--- config.mk ---
export PLATFORM = sky130hd
export DESIGN_NAME = segled_avmm_writer
export DESIGN_NICKNAME = d
export VERILOG_FILES = /design/src/rtl/segled_avmm_writer_pkg.sv /design/src/rtl/segled_avmm_writer.sv
export SDC_FILE = /design/constraint.sdc
export NUM_CORES = 1
export LEC_CHECK = 0
export ABC_AREA = 1
export CAP_MARGIN = 20
export CORE_MARGIN = 2
export CORE_UTILIZATION = 47
export DETAILED_ROUTE_END_ITERATION = 16
export PLACE_DENSITY_LB_ADDON = 0.25
export SYNTH_ARGS = -nofsm -noshare
export SYNTH_HDL_FRONTEND = slang
export SYNTH_SLANG_ARGS = --single-unit
--- constraint.sdc ---
create_clock -name sys_clk -period 2.1 [get_ports sys_clk]
set_clock_uncertainty 0.15 [all_clocks]
set_input_delay 0.21 -clock sys_clk [delete_from_list [all_inputs] [get_ports sys_clk]]
set_output_delay 0.21 -clock sys_clk [all_outputs]
set_load 0.03 [all_outputs]
--- src/rtl/segled_avmm_writer_pkg.sv ---
// segled_avmm_writer_pkg: segled register map, value limits and writer FSM states.
package segled_avmm_writer_pkg;
  localparam int VAL_W = 20;
  localparam int PT_W = 6;
  localparam logic [3:0] ADDR_DATA = 4'd0;
  localparam logic [3:0] ADDR_POINT = 4'd1;
  localparam logic [3:0] ADDR_SIGN = 4'd2;
  localparam logic [3:0] ADDR_EN = 4'd3;
  localparam logic [VAL_W-1:0] MAX_VAL = 20'd999999;
  typedef enum logic [2:0] {S_IDLE, S_DATA, S_POINT, S_SIGN, S_EN} state_e;
  function automatic logic [VAL_W-1:0] clamp_val(input logic [VAL_W-1:0] v);
    return (v > MAX_VAL) ? MAX_VAL : v;
  endfunction
endpackage

--- src/rtl/segled_avmm_writer.sv ---
// segled_avmm_writer: Avalon-MM master committing one display command as four segled register writes.
module segled_avmm_writer
  import segled_avmm_writer_pkg::*;
#(
  parameter int ADDR_W  = 4,
  parameter int TIMEOUT = 255
) (
  input  logic              sys_clk,
  input  logic              sys_rst,
  input  logic              cmd_valid,
  output logic              cmd_ready,
  input  logic [VAL_W-1:0]  cmd_value,
  input  logic [PT_W-1:0]   cmd_point,
  input  logic              cmd_sign,
  input  logic              cmd_en,
  output logic [ADDR_W-1:0] avm_address,
  output logic              avm_write,
  output logic [31:0]       avm_writedata,
  input  logic              avm_waitrequest,
  output logic              done,
  output logic              err_timeout,
  output logic              sat
);
  localparam int CW = $clog2(TIMEOUT + 1);
  state_e state_q, state_d;
  logic [CW-1:0] wcnt_q, wcnt_d;
  logic [VAL_W-1:0] val_q;
  logic [PT_W-1:0] point_q;
  logic sign_q, en_q, live_q;
  logic accept, stall, abort;
  // live_q keeps cmd_ready low for the cycle following any reset edge
  assign cmd_ready = live_q & (state_q == S_IDLE);
  assign accept = cmd_valid & cmd_ready;
  assign stall = avm_write & avm_waitrequest;
  assign abort = stall & (wcnt_q == CW'(TIMEOUT - 1));
  always_ff @(posedge sys_clk) begin
    if (sys_rst) begin
      state_q <= S_IDLE;
      wcnt_q <= '0;
      live_q <= 1'b0;
      done <= 1'b0;
      err_timeout <= 1'b0;
      sat <= 1'b0;
    end else begin
      state_q <= state_d;
      wcnt_q <= wcnt_d;
      live_q <= 1'b1;
      done <= (state_q == S_EN) & ~avm_waitrequest;
      err_timeout <= abort;
      sat <= accept & (cmd_value > MAX_VAL);
    end
  end
  always_ff @(posedge sys_clk) begin
    if (sys_rst) begin
      val_q <= '0;
      point_q <= '0;
      sign_q <= 1'b0;
      en_q <= 1'b0;
    end else if (accept) begin
      val_q <= clamp_val(cmd_value);
      point_q <= cmd_point;
      sign_q <= cmd_sign;
      en_q <= cmd_en;
    end
  end
  always_comb begin
    state_d = state_q;
    if (state_q == S_IDLE) state_d = accept ? S_DATA : S_IDLE;
    else if (abort) state_d = S_IDLE;
    else if (!avm_waitrequest) state_d = (state_q == S_EN) ? S_IDLE : state_e'(state_q + 3'd1);
    wcnt_d = (state_d != state_q) ? '0 : stall ? wcnt_q + CW'(1) : wcnt_q;
  end
  always_comb begin
    avm_write = state_q != S_IDLE;
    avm_address = ADDR_W'(state_q == S_POINT ? ADDR_POINT :
                          state_q == S_SIGN  ? ADDR_SIGN  :
                          state_q == S_EN    ? ADDR_EN    : ADDR_DATA);
    avm_writedata = state_q == S_DATA  ? 32'(val_q)   :
                    state_q == S_POINT ? 32'(point_q) :
                    state_q == S_SIGN  ? 32'(sign_q)  :
                    state_q == S_EN    ? 32'(en_q)    : 32'd0;
  end
endmodule

==> results of run 1 <==
through the flow:
stage               util (%)  setup slack [ns]  TNS (ns)  hold WS, ns  total power [W]
finish                  65.3            0.0517         0        0.316          0.00172
global route            65.3           -0.0140   -0.0167        0.336          0.00180
CTS                     62.8            0.0132         0        0.316          0.00172
detailed placement      61.0           0.00769         0        0.303          0.00121
global placement        61.0            0.0851         0        0.292          0.00121
floorplan                  -            0.0425         0        0.139          0.00111
critical path, cell delays in order, from the launching register on:
cell and delay [ns]:
dfxtp_4 0.37, ha_1 0.21, ha_1 0.21, o21ai_1 0.15, nand2_2 0.09, a31oi_4 0.20
buf_6 0.16
final cells by class:
type	count	area share, %
multi-input cells	218	40.7
flip-flops and latches	43	27.9
repair buffers	69	19.9
inverters	50	6.17
well taps	67	2.70
clock buffers	7	2.46
clock inverters	1	0.161
path summary, 6_finish.rpt:
check / startpoint / end / slack [ns] / depth (start not counted)
worst min register to register: en_q$_SDFFE_PP0P_ / en_q$_SDFFE_PP0P_ / 0.32 / 2
worst max register to register: state_q[0]$_SDFF_PP0_ / wcnt_q[1]$_SDFFE_PP0P_ / 0.12 / 10
worst min-delay path: en_q$_SDFFE_PP0P_ / en_q$_SDFFE_PP0P_ / 0.32 / 2
worst max-delay path: state_q[0]$_SDFF_PP0_ / avm_writedata[0] / 0.05 / 6
cell families after synthesis:
logic type                 count (synthesis)  synth area share (%)
AOI/OAI and AO/OA                         63                  15.2
xor gates and xnor gates                   6                  2.26
adders and majority gates                  7                  3.77
buffers and inverters                     74                  14.7
DFF                                       43                  37.0
other                                      1                 0.161
and+or+nand+nor                          128                  26.9
routing by layer:
layer / up-vias / wire length [µm] / global-route usage (%)
met1: 987 / 2580 / 27.8
met5: - / 0 / 0
met4: 0 / 52 / 6.15
li1: 1126 / - / -
met2: 60 / 2610 / 33.8
met3: 7 / 276 / 4.61
registers in the layout (all words and copies together), names as in the netlist:
register and count:
en_q 1, live_q 1, val_q 20, sat 1, sign_q 1, state_q 3
err_timeout 1, done 1, wcnt_q 8, point_q 6
timing repair:
item | CTS | global route
endpoints found under the setup margin | 22 | 39
pin swaps | 0 | 4
resized for setup | 7 | 24
buffers inserted | 0 | 2
cloned | 0 | 0
layout by cell type (no fill, tap or decap), types with 4 or more instances in the layout:
cell type,synthesis,routed
nand2_1,54,50
inv_1,47,45
dfxtp_1,43,40
clkdlybuf4s50_1,0,34
buf_4,14,29
nor2_1,28,28
a21oi_1,28,28
nand3_1,21,21
o21ai_0,18,17
conb_1,1,14
o21ai_1,8,9
nor3_2,9,6
or2_0,6,6
ha_1,7,5
clkbuf_8,0,5
inv_2,3,4
nand2_4,2,4
xor2_1,4,4
power by group through the flow:
stage               clock network (W)  logic, W  registers, W
global placement                    0  0.000319      0.000886
global route                 0.000557  0.000374      0.000872
detailed placement                  0  0.000324      0.000888
finish                       0.000513  0.000342      0.000869
CTS                          0.000523  0.000325      0.000869
floorplan                           0  0.000221      0.000884
==> metrics.md, run 1 <==
| Metric | Value |
|---|---|
| Outcome | `completed` |
| Share of cells above drive strength 1 | `18.0%` |
| Clock H-tree levels | `2` |
| Ys async rst share | `0%` |
| Fin crit period | `2.05 ns` |
| CTS Buf Count | `5` |
| First-pass GRT wire length | `9.00 mm` |
| Worst Path Arrival | `1.69 ns` |
| Internal power | `0.00122 W` |
| Pin count of the biggest net entering global routing | `23` |
| Initial Utilization | `48.9%` |
| Final WL | `5.51 mm` |
| FMAX | `0.488 GHz` |
| Final Hold Viols | `0` |
| Clock Latency Late Sink | `0.29 ns` |
| GRT Overall Usage | `20.8%` |
| FF+latch count, synth | `43` |
| VDD IR max | `0.439 mV` |
| CTS sink cnt | `43` |
| Crit path required time | `1.74 ns` |
| CTS tree | `yes` |
| Most instantiated library cell after synthesis | `nand2_1` |
| Placed Instance Area | `2900 µm²` |
| Setup violations, final | `0` |
| Part of the power in the clock network | `29.7%` |
| Synth top area cells | `dfxtp_1 37%, nand2_1 8.7%, inv_1 7.6%` |
| Top cells by count, synth | `54 x nand2_1, 47 x inv_1, 43 x dfxtp_1` |
| TritonRoute pass-1 iters | `4` |
| Root Driver | `clkbuf_8` |
| Synth top area share | `37.0%` |
| IO Port Bufs | `58` |
| Placer's final routability congestion estimate | `0.802` |
| Switching share of power | `29.1%` |
| DP HPWL | `3.91 mm` |
| Avg Synthesized Cell Area | `7.22 µm²` |
| Number of fill cells | `427` |
| Mapped cell area | `2320 µm²` |
| ANT nets after route | `0` |
| Antenna diodes | `0` |
| RSZ-0062 raised after global routing | `yes` |
| Pleak | `1.34 nW` |
| Netlist cell types | `34` |
| Gate power share | `19.8%` |
| Critical Path Source Type | `flip-flop` |
| Fin area | `3100 µm²` |
| Vias after detailed routing | `2180` |
| Area leader, netlist | `dfxtp_1` |
| Sequential share of the synthesized area | `37.0%` |
| Antenna violations before repair | `0` |
| Inst Count DP | `445` |
| Cells after synthesis | `322` |
| Sequential Area | `867 µm²` |
| CP Capture Type | `output port` |
| Post-route insts no fill | `455` |
| Max-Cap Viols | `0` |
| Die Span X | `74.3 µm` |
| Site Rows | `25` |
| Primary FF master, synth | `dfxtp_1` |
| Min-delay worst type | `flip-flop to flip-flop` |
| Vias in the first global route | `2061` |
| Net Switching | `0.000501 W` |
| CTS Buffer Depth | `2` |
| Die Y | `74.3 µm` |
| Post-synth EDFFs | `0` |
| Worst slew pin tran | `0.507 ns` |
| Max Slew Vio Count | `0` |
| Final #Nets | `426` |
| Critical path class | `flip-flop to output port` |
| DRC violations left | `0` |
| GRT overflow | `0` |
| Clock slew at reported path FFs | `0.08 ns` |
| WL/cell | `12.1 µm` |
| Power Density | `555 nW/µm²` |
| DRT iter0 DRCs | `140` |
| Hold buffers post-CTS | `0` |
| Die ar. | `5520 µm²` |
| Io pins | `73` |
| Sequential power share | `50.4%` |
| Slew Limit Headroom | `66.1%` |
| Critical Path Fanout Max | `5` |
| Fin crit share | `97.5%` |
| Warning count from the yosys run | `0` |
| Via density | `4.79` |
| Std-Cell Core Area | `4750 µm²` |
| Multi-input logic area | `1260 µm²` |
| Area grow syn2layout | `33.6%` |
Power figures use the tool's default switching activity.
==> run 2: changes to the inputs <==
--- a/config.mk
+++ b/config.mk
@@ -8,7 +8,8 @@
 export ABC_AREA = 1
 export CAP_MARGIN = 20
 export CORE_MARGIN = 2
-export CORE_UTILIZATION = 47
+export CORE_UTILIZATION = 50
+export CTS_CLUSTER_DIAMETER = 30
 export DETAILED_ROUTE_END_ITERATION = 16
 export PLACE_DENSITY_LB_ADDON = 0.25
 export SYNTH_ARGS = -nofsm -noshare
==> constraint.sdc (replaced) <==
create_clock -name sys_clk -period 2.6 [get_ports sys_clk]
set_clock_uncertainty 0.15 [all_clocks]
set_input_delay 0.26 -clock sys_clk [delete_from_list [all_inputs] [get_ports sys_clk]]
set_output_delay 0.26 -clock sys_clk [all_outputs]
set_load 0.005 [all_outputs]
==> metrics.md, run 2 (same netlist as run 1, synthesis figures left out) <==
| Metric | Value |
|---|---|
| Outcome | `completed` |
| Post-route insts no fill | `432` |
| Inst Count DP | `424` |
| Worst Hold Path Cells | `2` |
| Slowest cell on the critical path | `clkdlybuf4s50_1` |
| Reg2reg path depth | `9` |
| Crit path from | `state_q[0]$_SDFF_PP0_` |
| Power Density | `445 nW/µm²` |
| Vias in the first global route | `2069` |
| First-pass GRT wire length | `8.97 mm` |
| Final Hold Viols | `0` |
| Max Slew Vio Count | `0` |
| CP Capture Type | `output port` |
| RSZ-0062 raised after global routing | `no` |
| Fin crit period | `2.46 ns` |
| GRT Overall Usage | `21.9%` |
| Hold buffers post-CTS | `0` |
| Setup violations, final | `0` |
| DRT iter0 DRCs | `137` |
| Io pins | `73` |
| CTS Buffer Depth | `2` |
| Antenna violations before repair | `0` |
| Die Span X | `72.2 µm` |
| IO Port Bufs | `58` |
| VDD IR max | `0.268 mV` |
| Final #Nets | `418` |
| Clock Latency Late Sink | `0.30 ns` |
| CTS sink cnt | `43` |
| Worst flop-to-flop path startpoint | `state_q[0]$_SDFF_PP0_` |
| FMAX | `0.407 GHz` |
| # Post-CTS Setup Buffers | `0` |
| Clock slew at reported path FFs | `0.08 ns` |
| Most frequent cells in the layout | `58 x clkdlybuf4s50_1, 53 x nand2_1, 47 x inv_1, 42 x dfxtp_1` |
| Pleak | `1.23 nW` |
| Biggest registers after layout | `val_q: 20 flops, wcnt_q: 8 flops, point_q: 6 flops` |
| Hold WS | `0.308 ns` |
| Largest Register | `val_q` |
| Final WL | `5.22 mm` |
| ANT nets after route | `0` |
| TritonRoute pass-1 iters | `4` |
| Most used cell along the critical path | `nand2_1` |
| Clock H-tree levels | `2` |
| CTS Buf Count | `5` |
| Worst Path Arrival | `2.05 ns` |
| CTS tree | `yes` |
| Root Driver | `clkbuf_8` |
| DP HPWL | `3.86 mm` |
| Critical Path Fanout Max | `5` |
| Crit path to | `avm_writedata[0]` |
| Worst R2R Setup Slack | `0.44 ns` |
| Via density | `5.01` |
| Fin crit share | `94.5%` |
| Max reg flops | `20` |
| Die ar. | `5210 µm²` |
| Initial Utilization | `52.6%` |
| Number of fill cells | `380` |
| Vias after detailed routing | `2165` |
| Min-delay worst type | `flip-flop to flip-flop` |
| Critical path class | `flip-flop to output port` |
| Std-Cell Core Area | `4410 µm²` |
| Critical Path Source Type | `flip-flop` |
| Pin count of the biggest net entering global routing | `27` |
| Post-CTS resize count | `0` |
| Site Rows | `24` |
| Cell Chain, Critical Path | `inv_1 > ha_2 > nand2_1 > nand2_1 > nand2_1 > a31oi_1 > clkdlybuf4s50_1` |
| Worst Slack Setup Final | `0.143 ns` |
| Crit path required time | `2.19 ns` |
| Commonest non-fill, non-tap cell in the layout | `clkdlybuf4s50_1` |
| Die Y | `72.2 µm` |
| Final Util | `67.7%` |
| Antenna diodes | `0` |
| GRT overflow | `0` |
| FF-to-FF End | `val_q[9]$_SDFFE_PP0P_` |
| Placer's final routability congestion estimate | `0.924` |
| Share of cells above drive strength 1 | `8.68%` |
| DRC violations left | `0` |
| Max-Cap Viols | `0` |
| Setup TNS | `0 ns` |
| Worst slack, placed | `0.370 ns` |
| WL/cell | `12.1 µm` |
| Critical path's largest stage delay | `0.53 ns` |
| Area grow syn2layout | `28.5%` |
==> run 2: cell types whose count changed in the layout (fill, tap and decap cells not counted), moves of 3 or more <==
cell             before  now
nor3_2                6    9
dlygate4sd2_1         3    0
nor3_4                3    0
clkdlybuf4s50_1      34   58
buf_4                29    2
nand2_1              50   53
==> run 2: report_power, final <==
group          switching [W]  leakage [nW]  internal [W]  total [W]
registers          0.0000127         0.352      0.000690   0.000702
logic               0.000117         0.834      0.000103   0.000220
clock network       0.000217        0.0422      0.000189   0.000406
total               0.000347          1.23      0.000981    0.00133
==> run 2: worst min path at each step <==
stage                            from                endpoint
2_1_floorplan         avm_waitrequest         done$_SDFF_PP0_
3_3_place_gp   val_q[19]$_SDFFE_PP0P_  val_q[19]$_SDFFE_PP0P_
3_5_place_dp        en_q$_SDFFE_PP0P_       en_q$_SDFFE_PP0P_
4_1_cts             en_q$_SDFFE_PP0P_       en_q$_SDFFE_PP0P_
5_1_grt        val_q[19]$_SDFFE_PP0P_  val_q[19]$_SDFFE_PP0P_
6_report            en_q$_SDFFE_PP0P_       en_q$_SDFFE_PP0P_
==> run 2: worst max-delay path: cells and delay by family, from the launching register on <==
kind            cells  cell delay [ns]
buf+inv             2             0.66
fa+ha+maj           1             0.28
compound gates      1             0.17
flops               1             0.35
simple gates        3             0.28
==> run 2: cell type report <==
cell class / count / area, µm² / area share, %
multi-input cells: 218 / 1170 / 39.3
flip-flops and latches: 43 / 862 / 28.9
repair buffers: 61 / 616 / 20.6
inverters: 50 / 188 / 6.28
clock buffers: 7 / 76.3 / 2.56
well taps: 52 / 65.1 / 2.18
clock inverters: 1 / 5.00 / 0.168
==> run 2: stage by stage <==
stage / power [W] / area (µm²)
2_1_floorplan: 0.000853 / 2370
3_3_place_gp: 0.000931 / 2900
3_5_place_dp: 0.000936 / 2900
4_1_cts: 0.00134 / 2980
5_1_grt: 0.00140 / 2990
6_report: 0.00133 / 2990
==> run 2: layer usage <==
metal	routed length (µm)	track usage, %	vias up
met5	0	0	-
met4	76	8.60	0
met3	360	5.28	8
met2	2510	37.6	82
met1	2270	26.4	964
li1	-	-	1111
==> run 3: changes to the inputs <==
--- a/config.mk
+++ b/config.mk
@@ -11,7 +11,7 @@
 export CORE_UTILIZATION = 50
 export CTS_CLUSTER_DIAMETER = 30
 export DETAILED_ROUTE_END_ITERATION = 16
-export PLACE_DENSITY_LB_ADDON = 0.25
+export PLACE_DENSITY = 0.85
 export SYNTH_ARGS = -nofsm -noshare
 export SYNTH_HDL_FRONTEND = slang
 export SYNTH_SLANG_ARGS = --single-unit
==> metrics.md, run 3 (same netlist as run 1, synthesis figures left out) <==
| Metric | Value |
|---|---|
| Outcome | `completed` |
| Commonest non-fill, non-tap cell in the layout | `clkdlybuf4s50_1` |
| Power Density | `463 nW/µm²` |
| Max-Cap Viols | `0` |
| Final WL | `5.27 mm` |
| Total power | `0.00138 W` |
| CTS Buf Count | `5` |
| Critical Path Fanout Max | `6` |
| Most frequent cells in the layout | `58 x clkdlybuf4s50_1, 53 x nand2_1, 47 x inv_1, 43 x dfxtp_1` |
| DRT iter0 DRCs | `153` |
| Largest Register | `val_q` |
| Clock slew at reported path FFs | `0.08 ns` |
| Pleak | `1.23 nW` |
| Fin crit period | `2.42 ns` |
| Setup violations, final | `0` |
| Worst Path Arrival | `2.01 ns` |
| Inst Count DP | `424` |
| Min-delay worst type | `flip-flop to flip-flop` |
| Final #Nets | `418` |
| CTS sink cnt | `43` |
| Worst flop-to-flop path startpoint | `state_q[0]$_SDFF_PP0_` |
| Fin crit share | `93.0%` |
| Hold buffers post-CTS | `0` |
| VDD IR max | `0.335 mV` |
| Net Switching | `0.000352 W` |
| Area grow syn2layout | `28.8%` |
| Setup TNS | `0 ns` |
| CTS tree | `yes` |
| Site Rows | `24` |
| TritonRoute pass-1 iters | `5` |
| Clock Latency Late Sink | `0.29 ns` |
| Internal power | `0.00103 W` |
| Vias after detailed routing | `2139` |
| Biggest registers after layout | `val_q: 20 flops, wcnt_q: 8 flops, point_q: 6 flops` |
| DP HPWL | `3.86 mm` |
| Final Hold Viols | `0` |
| Die Span X | `72.2 µm` |
| Switching share of power | `25.4%` |
| Critical path class | `flip-flop to output port` |
| Root Driver | `clkbuf_8` |
| Io pins | `73` |
| Crit path to | `avm_writedata[5]` |
| Die ar. | `5210 µm²` |
| Pin count of the biggest net entering global routing | `27` |
| Std-Cell Core Area | `4410 µm²` |
| Worst Slack Setup Final | `0.181 ns` |
| Vias in the first global route | `1941` |
| Clock H-tree levels | `2` |
| WL/cell | `12.2 µm` |
| Antenna violations before repair | `0` |
| Die Y | `72.2 µm` |
| Post-route insts no fill | `432` |
| Crit path required time | `2.19 ns` |
| Sequential power share | `50.7%` |
| Critical Path Source Type | `flip-flop` |
| Reg2reg path depth | `9` |
| GRT Overall Usage | `21.2%` |
| First-pass GRT wire length | `8.65 mm` |
| GRT overflow | `0` |
| Worst R2R Setup Slack | `0.49 ns` |
| Number of fill cells | `388` |
| Crit path from | `state_q[0]$_SDFF_PP0_` |
| Share of cells above drive strength 1 | `8.68%` |
| IO Port Bufs | `58` |
| Gate power share | `15.7%` |
| Part of the power in the clock network | `33.5%` |
| # Post-CTS Setup Buffers | `0` |
| CTS Buffer Depth | `2` |
| FMAX | `0.413 GHz` |
| DRC violations left | `0` |
| Max reg flops | `20` |
| Placer's final routability congestion estimate | `0.838` |
| Via density | `4.95` |
| Hold WS | `0.310 ns` |
| Max Slew Vio Count | `0` |
| ANT nets after route | `0` |
| Initial Utilization | `52.6%` |
| Worst slack, placed | `0.435 ns` |
| Antenna diodes | `0` |
| FF-to-FF End | `val_q[0]$_SDFFE_PP0P_` |
| CP Capture Type | `output port` |
| RSZ-0062 raised after global routing | `no` |
-- run 3: cell type report --
class / count / area, µm² / area share, %
Clock buffer: 8 / 100 / 3.35
Inverter: 50 / 188 / 6.27
Multi-Input combinational cell: 218 / 1170 / 39.3
Sequential cell: 43 / 861 / 28.8
Tap cell: 52 / 65.1 / 2.17
Timing Repair Buffer: 61 / 603 / 20.2
-- run 3: routing by layer --
layer,up-vias,GRT usage [%],share of wire (%),wire [µm]
li1,1112,-,-,-
met1,946,26.6,45,2390
met2,76,35.3,48,2550
met3,5,4.58,4.9,258
met4,0,8.39,1.4,72
met5,-,0,0,0
-- run 3: power groups by stage --
stage	logic [W]	registers [W]	clock network, W
floorplan	0.000139	0.000714	0
global placement	0.000211	0.000716	0
detailed placement	0.000215	0.000718	0
CTS	0.000216	0.000702	0.000478
global route	0.000243	0.000705	0.000500
finish	0.000218	0.000703	0.000464
-- run 3: metrics by stage --
step | cell area [µm²] | util, %
floorplan | 2370 | -
global placement | 2890 | 65.4
detailed placement | 2890 | 65.4
CTS | 2990 | 67.7
global route | 2990 | 67.8
finish | 2990 | 67.8
-- run 3: worst min path at each step --
| stage | startpoint | end | slack, ns | depth (start not counted) |
|---|---|---|---|---|
| finish | val_q[19]$_SDFFE_PP0P_ | val_q[19]$_SDFFE_PP0P_ | 0.31 | 2 |
| floorplan | avm_waitrequest | done$_SDFF_PP0_ | 0.19 | 1 |
| detailed placement | val_q[19]$_SDFFE_PP0P_ | val_q[19]$_SDFFE_PP0P_ | 0.30 | 2 |
| global placement | en_q$_SDFFE_PP0P_ | en_q$_SDFFE_PP0P_ | 0.29 | 2 |
| CTS | val_q[19]$_SDFFE_PP0P_ | val_q[19]$_SDFFE_PP0P_ | 0.31 | 2 |
| global route | val_q[16]$_SDFFE_PP0P_ | val_q[16]$_SDFFE_PP0P_ | 0.34 | 2 |
-- run 3: repair_timing --
item / in CTS / in global routing
resized for setup: 0 / 2
hold endpoints to repair: 0 / 0
endpoints found under the setup margin: 0 / 7
-- run 3: critical path, cell delays in order (launching register included) --
cell             delay, ns
dfxtp_1               0.37
inv_1                 0.14
ha_1                  0.16
nand2_1               0.08
inv_1                 0.17
nand3_1               0.13
o21ai_0               0.12
clkdlybuf4s50_1       0.54
